`config.mk`:
```
export PLATFORM = sky130hd
export DESIGN_NAME = fp_align_flat
export DESIGN_NICKNAME = d
export VERILOG_FILES = /design/src/rtl/fp_pkg.sv /design/src/rtl/fp_align_if.sv /design/src/rtl/fp_align_shr_sticky.sv /design/src/rtl/fp_align.sv /design/src/flat_wrapper.sv
export SDC_FILE = /design/constraint.sdc
export NUM_CORES = 1
export LEC_CHECK = 0
export CORE_MARGIN = 4
export CORE_UTILIZATION = 33
export CTS_CLUSTER_DIAMETER = 50
export DETAILED_ROUTE_END_ITERATION = 16
export GPL_ROUTABILITY_DRIVEN = 0
export HOLD_SLACK_MARGIN = 0.15
export PLACE_DENSITY = 0.51
export SYNTH_ARGS = -nofsm -noshare
export SYNTH_HDL_FRONTEND = slang
export SYNTH_SLANG_ARGS = --single-unit
```
`constraint.sdc`:
```
create_clock -name clk -period 8.2 [get_ports clk]
set_input_delay 2.05 -clock clk [delete_from_list [all_inputs] [get_ports clk]]
set_output_delay 2.05 -clock clk [all_outputs]
set_load 0.05 [all_outputs]
```
`src/rtl/fp_pkg.sv`:
```
`default_nettype none
// ============================================================================
// Module   : fp_pkg
// Brief    : Shared widths, binary32 field slices and operand unpack helper
//            for the FP add/sub pre-normalization alignment unit.
// Revision : 1.0
// ============================================================================
package fp_pkg;

    localparam int EXP_W = 8;
    localparam int MAN_W = 23;
    localparam int SIG_W = MAN_W + 4;

    localparam int SIGN_BIT = 31;
    localparam int EXP_MSB  = 30;
    localparam int EXP_LSB  = 23;
    localparam int FRAC_MSB = 22;

    typedef struct packed {
        logic             sign;
        logic [EXP_W-1:0] eff_exp;
        logic [SIG_W-1:0] sig;
    } operand_t;

    // Subnormals share the exponent of the smallest normal, without a hidden bit.
    function automatic operand_t unpack_op(input logic [31:0] x);
        operand_t o;
        logic     hid;
        hid       = |x[EXP_MSB:EXP_LSB];
        o.sign    = x[SIGN_BIT];
        o.eff_exp = hid ? x[EXP_MSB:EXP_LSB] : EXP_W'(1);
        o.sig     = {hid, x[FRAC_MSB:0], 3'b000};
        return o;
    endfunction

endpackage : fp_pkg
`default_nettype wire

```
`src/rtl/fp_align_if.sv`:
```
`default_nettype none
// ============================================================================
// Module   : fp_align_if
// Brief    : Operand-in / aligned-pair-out valid/ready channels of fp_align.
// Revision : 1.0
// ============================================================================
interface fp_align_if;
    import fp_pkg::*;

    logic             in_valid;
    logic             in_ready;
    logic [31:0]      a;
    logic [31:0]      b;
    logic             out_valid;
    logic             out_ready;
    logic [EXP_W-1:0] out_exp;
    logic [SIG_W-1:0] out_big;
    logic [SIG_W-1:0] out_small;
    logic             out_sign_big;
    logic             out_sign_small;
    logic             out_swap;
    logic             out_shift_sat;
    logic             out_special;

    modport master (
        output in_valid, a, b, out_ready,
        input  in_ready, out_valid, out_exp, out_big, out_small,
               out_sign_big, out_sign_small, out_swap, out_shift_sat, out_special
    );

    modport slave (
        input  in_valid, a, b, out_ready,
        output in_ready, out_valid, out_exp, out_big, out_small,
               out_sign_big, out_sign_small, out_swap, out_shift_sat, out_special
    );

endinterface : fp_align_if
`default_nettype wire

```
`src/rtl/fp_align_shr_sticky.sv`:
```
`default_nettype none
// ============================================================================
// Module   : shr_sticky
// Brief    : Combinational right shifter; shifted-out bits fold into bit 0,
//            shifts of SIG_W or more collapse to a lone sticky bit.
// Revision : 1.0
// ============================================================================
module shr_sticky
    import fp_pkg::*;
(
    input  wire logic [SIG_W-1:0] i_sig,
    input  wire logic [EXP_W-1:0] i_shift,
    output logic      [SIG_W-1:0] o_sig,
    output logic                  o_sat
);

    localparam int               SH_W      = $clog2(SIG_W);
    localparam logic [EXP_W-1:0] c_sig_w_e = EXP_W'(SIG_W);

    logic [SH_W-1:0]  w_sh;
    logic [SIG_W-1:0] w_mask;
    logic [SIG_W-1:0] w_shifted;
    logic             w_lost;

    assign w_sh      = i_shift[SH_W-1:0];
    assign w_mask    = ~({SIG_W{1'b1}} << w_sh);
    assign w_shifted = i_sig >> w_sh;
    assign w_lost    = |(i_sig & w_mask);
    assign o_sat     = (i_shift >= c_sig_w_e);

    always_comb begin
        o_sig = {w_shifted[SIG_W-1:1], w_shifted[0] | w_lost};
        if (o_sat) begin
            o_sig = {{(SIG_W-1){1'b0}}, |i_sig};
        end
    end

endmodule : shr_sticky
`default_nettype wire

```
`src/rtl/fp_align.sv`:
```
`default_nettype none
// ============================================================================
// Module   : fp_align
// Brief    : Two-stage binary32 magnitude ordering and sticky right-alignment
//            of the smaller significand ahead of the single-precision adder.
// Revision : 1.0
// ============================================================================
module fp_align
    import fp_pkg::*;
(
    input  wire logic  clk,
    input  wire logic  rst,
    fp_align_if.slave  bus
);

    operand_t         w_a;
    operand_t         w_b;
    operand_t         w_big;
    operand_t         w_small;
    logic             w_swap;
    logic             w_special;
    logic [EXP_W-1:0] w_diff;
    logic             w_s2_load;
    logic             w_s1_adv;

    logic             r_s1_valid;
    logic [EXP_W-1:0] r_s1_exp;
    logic [EXP_W-1:0] r_s1_diff;
    logic [SIG_W-1:0] r_s1_big_sig;
    logic [SIG_W-1:0] r_s1_small_sig;
    logic             r_s1_sign_big;
    logic             r_s1_sign_small;
    logic             r_s1_swap;
    logic             r_s1_special;

    logic             r_s2_valid;
    logic [EXP_W-1:0] r_s2_exp;
    logic [SIG_W-1:0] r_s2_big;
    logic [SIG_W-1:0] r_s2_small;
    logic             r_s2_sign_big;
    logic             r_s2_sign_small;
    logic             r_s2_swap;
    logic             r_s2_sat;
    logic             r_s2_special;

    logic [SIG_W-1:0] w_shr_sig;
    logic             w_shr_sat;

    assign w_a = unpack_op(bus.a);
    assign w_b = unpack_op(bus.b);

    // Ordering includes the hidden bit so a subnormal never outranks a normal
    // sharing effective exponent 1.
    assign w_swap    = {w_b.eff_exp, w_b.sig} > {w_a.eff_exp, w_a.sig};
    assign w_big     = w_swap ? w_b : w_a;
    assign w_small   = w_swap ? w_a : w_b;
    assign w_diff    = w_big.eff_exp - w_small.eff_exp;
    assign w_special = (&bus.a[EXP_MSB:EXP_LSB]) | (&bus.b[EXP_MSB:EXP_LSB]);

    assign w_s2_load    = !r_s2_valid | bus.out_ready;
    assign w_s1_adv     = w_s2_load;
    assign bus.in_ready = !r_s1_valid | w_s1_adv;

    always_ff @(posedge clk or posedge rst) begin
        if (rst) begin
            r_s1_valid      <= 1'b0;
            r_s1_exp        <= '0;
            r_s1_diff       <= '0;
            r_s1_big_sig    <= '0;
            r_s1_small_sig  <= '0;
            r_s1_sign_big   <= 1'b0;
            r_s1_sign_small <= 1'b0;
            r_s1_swap       <= 1'b0;
            r_s1_special    <= 1'b0;
        end else if (bus.in_ready) begin
            r_s1_valid <= bus.in_valid;
            if (bus.in_valid) begin
                r_s1_exp        <= w_big.eff_exp;
                r_s1_diff       <= w_diff;
                r_s1_big_sig    <= w_big.sig;
                r_s1_small_sig  <= w_small.sig;
                r_s1_sign_big   <= w_big.sign;
                r_s1_sign_small <= w_small.sign;
                r_s1_swap       <= w_swap;
                r_s1_special    <= w_special;
            end
        end
    end

    shr_sticky u_shr (
        .i_sig   (r_s1_small_sig),
        .i_shift (r_s1_diff),
        .o_sig   (w_shr_sig),
        .o_sat   (w_shr_sat)
    );

    always_ff @(posedge clk or posedge rst) begin
        if (rst) begin
            r_s2_valid      <= 1'b0;
            r_s2_exp        <= '0;
            r_s2_big        <= '0;
            r_s2_small      <= '0;
            r_s2_sign_big   <= 1'b0;
            r_s2_sign_small <= 1'b0;
            r_s2_swap       <= 1'b0;
            r_s2_sat        <= 1'b0;
            r_s2_special    <= 1'b0;
        end else if (w_s2_load) begin
            r_s2_valid <= r_s1_valid;
            if (r_s1_valid) begin
                r_s2_exp        <= r_s1_exp;
                r_s2_big        <= r_s1_big_sig;
                r_s2_small      <= w_shr_sig;
                r_s2_sign_big   <= r_s1_sign_big;
                r_s2_sign_small <= r_s1_sign_small;
                r_s2_swap       <= r_s1_swap;
                r_s2_sat        <= w_shr_sat;
                r_s2_special    <= r_s1_special;
            end
        end
    end

    assign bus.out_valid      = r_s2_valid;
    assign bus.out_exp        = r_s2_exp;
    assign bus.out_big        = r_s2_big;
    assign bus.out_small      = r_s2_small;
    assign bus.out_sign_big   = r_s2_sign_big;
    assign bus.out_sign_small = r_s2_sign_small;
    assign bus.out_swap       = r_s2_swap;
    assign bus.out_shift_sat  = r_s2_sat;
    assign bus.out_special    = r_s2_special;

endmodule : fp_align
`default_nettype wire

```
`src/flat_wrapper.sv`:
```
// flat-port wrapper written by rule: the top's interface ports become plain ports
module fp_align_flat import fp_pkg::*;
  (clk, rst, bus_in_valid, bus_a, bus_b, bus_out_ready, bus_in_ready, bus_out_valid, bus_out_exp, bus_out_big, bus_out_small, bus_out_sign_big, bus_out_sign_small, bus_out_swap, bus_out_shift_sat, bus_out_special);
  fp_align_if bus_i ();
  input  wire logic clk;
  input  wire logic rst;
  input wire logic [$bits(bus_i.in_valid)-1:0] bus_in_valid;
  input wire logic [$bits(bus_i.a)-1:0] bus_a;
  input wire logic [$bits(bus_i.b)-1:0] bus_b;
  input wire logic [$bits(bus_i.out_ready)-1:0] bus_out_ready;
  output wire logic [$bits(bus_i.in_ready)-1:0] bus_in_ready;
  output wire logic [$bits(bus_i.out_valid)-1:0] bus_out_valid;
  output wire logic [$bits(bus_i.out_exp)-1:0] bus_out_exp;
  output wire logic [$bits(bus_i.out_big)-1:0] bus_out_big;
  output wire logic [$bits(bus_i.out_small)-1:0] bus_out_small;
  output wire logic [$bits(bus_i.out_sign_big)-1:0] bus_out_sign_big;
  output wire logic [$bits(bus_i.out_sign_small)-1:0] bus_out_sign_small;
  output wire logic [$bits(bus_i.out_swap)-1:0] bus_out_swap;
  output wire logic [$bits(bus_i.out_shift_sat)-1:0] bus_out_shift_sat;
  output wire logic [$bits(bus_i.out_special)-1:0] bus_out_special;
  assign bus_i.in_valid = bus_in_valid;
  assign bus_i.a = bus_a;
  assign bus_i.b = bus_b;
  assign bus_i.out_ready = bus_out_ready;
  assign bus_in_ready = bus_i.in_ready;
  assign bus_out_valid = bus_i.out_valid;
  assign bus_out_exp = bus_i.out_exp;
  assign bus_out_big = bus_i.out_big;
  assign bus_out_small = bus_i.out_small;
  assign bus_out_sign_big = bus_i.out_sign_big;
  assign bus_out_sign_small = bus_i.out_sign_small;
  assign bus_out_swap = bus_i.out_swap;
  assign bus_out_shift_sat = bus_i.out_shift_sat;
  assign bus_out_special = bus_i.out_special;
  fp_align u_core (.clk(clk), .rst(rst), .bus(bus_i));
endmodule
```
==> results.tsv <==
metric	value	unit
vdd_drop_max	119	uV
power.internal	1.68	mW
r2r-end	u_core.bus.out_small[26]$_DFFE_PP0P_	
fin_setup_tns	0	ns
avgSynthCellArea	9.08	sq um
power.density	271	nW/um^2
netSwitchingPower	1.12	mW
slew_violations	0	
cp_max_fo	66	
drt_iter0_markers	467	
min_period	6.01	ns
min_from	u_core.bus.out_small[8]$_DFFE_PP0P_	
critical_path.top_delay_family	compound AO/OA/AOI/OAI gates	
hpwl	16.7	mm
multiInputGateArea	4380	sq um
track_usage	0.175	
clkSinkCount	134	
finalSetupViolCount	0	
reg2reg_slack	5.22	ns
ys_ff_latch	134	
dr.pass1.iters	5	
r2r_cells	8	
port_buffers	133	
clk_latency	0.42	ns
finalNetCount	1093	
syn_to_final_growth	26.3	%
htreeDepth	4	
cts_resized	0	
ctsHoldBuffers	0	
vias_per_cell	5.20	
ff_latch_area	3350	sq um
synth_seq_area_share	0.412	
cp-end-kind	flop	
grt_max_degree	124	
utilization	0.423	
antenna_found_initial	0	
yosysWarnings	0	
cts_buffer_depth	2	
path_buf_inv	2	
gr-total-overflow	0	
r2r_start	u_core.r_s1_diff[2]$_DFFE_PP0P_	
post_synth_num_cell_types	67	
chipWidth	165	microns
yosys_most_used_dff	dfrtp_1	
cts_buffers	17	
slowest_delay	0.58	ns
hold_path_depth	2	
core	24300	sq um
antenna_cells	0	
syn-cell-area	8140	sq um
synth_area_leaders	dfrtp_1 41%, mux2i_1 6.3%, mux2_2 5.9%	
yosys.area.top_type	dfrtp_1	
num-fill-cells	2400	
place_area	9690	sq um
clockRootBuffer	clkbuf_16	
drc	0	
p_leak	4.44	nW
finalPower	2.79	mW
dr_wl_met2	11.1	mm
drive_gt1_frac	0.105	
postRouteAntennaNets	0	
p_comb_frac	0.393	
initial_core_util	0.335	
cp-start-kind	primary input	
postCtsSetupBuffers	0	
required	8.50	ns
clock_skew	0.00840	ns
pin_count	137	
drt-met1-wl	10.7	mm
num_rows	57	
rsz0062_at_grt	false	
seq_power_share	0.327	
status	complete, no violations	
crit_top_cell	a221o_1	
critical_path.slowest_cell	or4_1	
maxCapViolCount	0	
synth_top_area_frac	0.412	
tightestPinTransition	1.08	ns
synth_enable_flop_cells	0	
finalInstanceArea	10300	sq um
switching_share	0.400	
wl_per_cell	17.3	microns
pwr-share-clk	0.279	
clk_pin_slew	0.06	ns
hold_end	u_core.bus.out_small[8]$_DFFE_PP0P_	
slew_headroom	0.282	
cts_tree	done	
wl_met3	977	microns
fin_crit_sh	0.733	
top_layer_used	met4	
finalHoldViolCount	0	
worstSetupPathType	primary input to flop	
crit_arrival	6.31	ns
synthArstFlopShare	1.00	
netlist_instances	897	
drt-total-wl	23.0	mm
grt_pass1_wl	37.4	mm
max_freq	166	MHz
die_area	27300	sq um
vias	6910	
hold_class	flop to flop	
holdWs	0.476	ns
grt_pass1_vias	6776	
crit_path_cell_trace	clkdlybuf4s50_1 -> or4_1 -> o21ba_2 -> ha_1 -> nand3_1 -> nor4_1 -> a221o_1 -> o31ai_4 -> and2_4 -> buf_4 -> o31a_1 -> o211ai_2 -> a31o_1 -> a221o_1	
die_y	165	microns
## worst min-delay path, stage by stage (launching register included)
cell,delay (ns)
dfrtp_1,0.34
nand2_1,0.05
o21ai_0,0.06
## placed cells by master, fill, tap and decap left out, types with 7 or more instances in the layout
cell type and count:
clkbuf_16 17, a21oi_1 68, o21ai_0 96, buf_4 9, ha_1 32, a211oi_1 11, a31oi_1 12, a22o_1 11
inv_1 38, mux2_2 43, clkdlybuf4s50_1 133, dfrtp_1 134, a21o_1 7, mux4_2 9, nor2_1 76, nand3_1 13
nand4_1 12, nor2b_1 10, nor4_1 8, mux2i_1 51, nand2_1 115
## routing by layer
layer | vias up | global-route usage
li1 | 3402 | -
met3 | 17 | 0.0335
met4 | 0 | 0.0446
met5 | - | 0
met2 | 178 | 0.284
met1 | 3313 | 0.241
## power groups by stage
stage	clock, mW	combinational (mW)	sequential [mW]
floorplan	0	0.539	1.13
global placement	0	1.10	0.924
detailed placement	0	1.10	0.925
CTS	0.803	1.11	0.915
global route	0.835	1.19	0.936
finish	0.780	1.10	0.914
## layout make-up
class	instances	area share
Tap cell	324	0.0394
Timing Repair Buffer	142	0.136
Sequential cell	134	0.326
Inverter	40	0.0151
Clock buffer	19	0.0440
Clock inverter	13	0.0141
Multi-Input combinational cell	658	0.426
## metrics by stage
step,setup slack [ns],instances
finish,2.19,1330
floorplan,2.52,899
CTS,2.19,1330
detailed placement,1.77,1298
global route,1.96,1330
global placement,1.84,1298
## cell families (layout without fill, tap and decap cells)
logic type	count (synthesis)	in the layout	share of synthesized area
compound gates	256	256	0.194
xor+xnor	4	4	0.00430
fa+ha+maj	32	32	0.0492
buf+inv	107	214	0.0527
flops	134	134	0.412
mux	104	104	0.149
other cells	1	3	0.000460
simple gates	259	259	0.139
## synth_stat cells (all sizes together), types with 13 or more instances
library cell / instances
a21oi: 69
buf: 13
clkbuf: 54
dfrtp: 134
ha: 32
inv: 39
mux2: 44
mux2i: 51
nand2: 118
nand3: 13
nor2: 76
o21ai: 96
## flip-flops by register name, indices dropped and copies added (netlist names)
| name | flops |
|---|---|
| u_core.r_s1_exp | 8 |
| u_core.r_s1_swap | 1 |
| u_core.r_s1_sign_small | 1 |
| u_core.bus.out_big | 24 |
| u_core.bus.out_swap | 1 |
| u_core.r_s1_valid | 1 |
| u_core.r_s1_sign_big | 1 |
| u_core.bus.out_small | 27 |
| u_core.r_s1_big_sig | 24 |
| u_core.bus.out_sign_small | 1 |
| u_core.bus.out_shift_sat | 1 |
| u_core.r_s1_diff | 8 |
| u_core.r_s1_special | 1 |
| u_core.bus.out_special | 1 |
| u_core.bus.out_exp | 8 |
| u_core.bus.out_valid | 1 |
| u_core.r_s1_small_sig | 24 |
| u_core.bus.out_sign_big | 1 |
## worst max path at each step
stage | startpoint | endpoint | slack [ns] | depth (start not counted)
floorplan | bus_a[25] | u_core.r_s1_diff[4]$_DFFE_PP0P_ | 2.52 | 18
global placement | bus_a[26] | u_core.r_s1_diff[7]$_DFFE_PP0P_ | 1.84 | 14
detailed placement | bus_a[26] | u_core.r_s1_diff[7]$_DFFE_PP0P_ | 1.77 | 14
CTS | bus_a[26] | u_core.r_s1_diff[7]$_DFFE_PP0P_ | 2.19 | 14
global route | bus_a[26] | u_core.r_s1_diff[7]$_DFFE_PP0P_ | 1.96 | 14
finish | bus_a[26] | u_core.r_s1_diff[7]$_DFFE_PP0P_ | 2.19 | 14
Note: power is estimated with default switching activity, not from simulation.
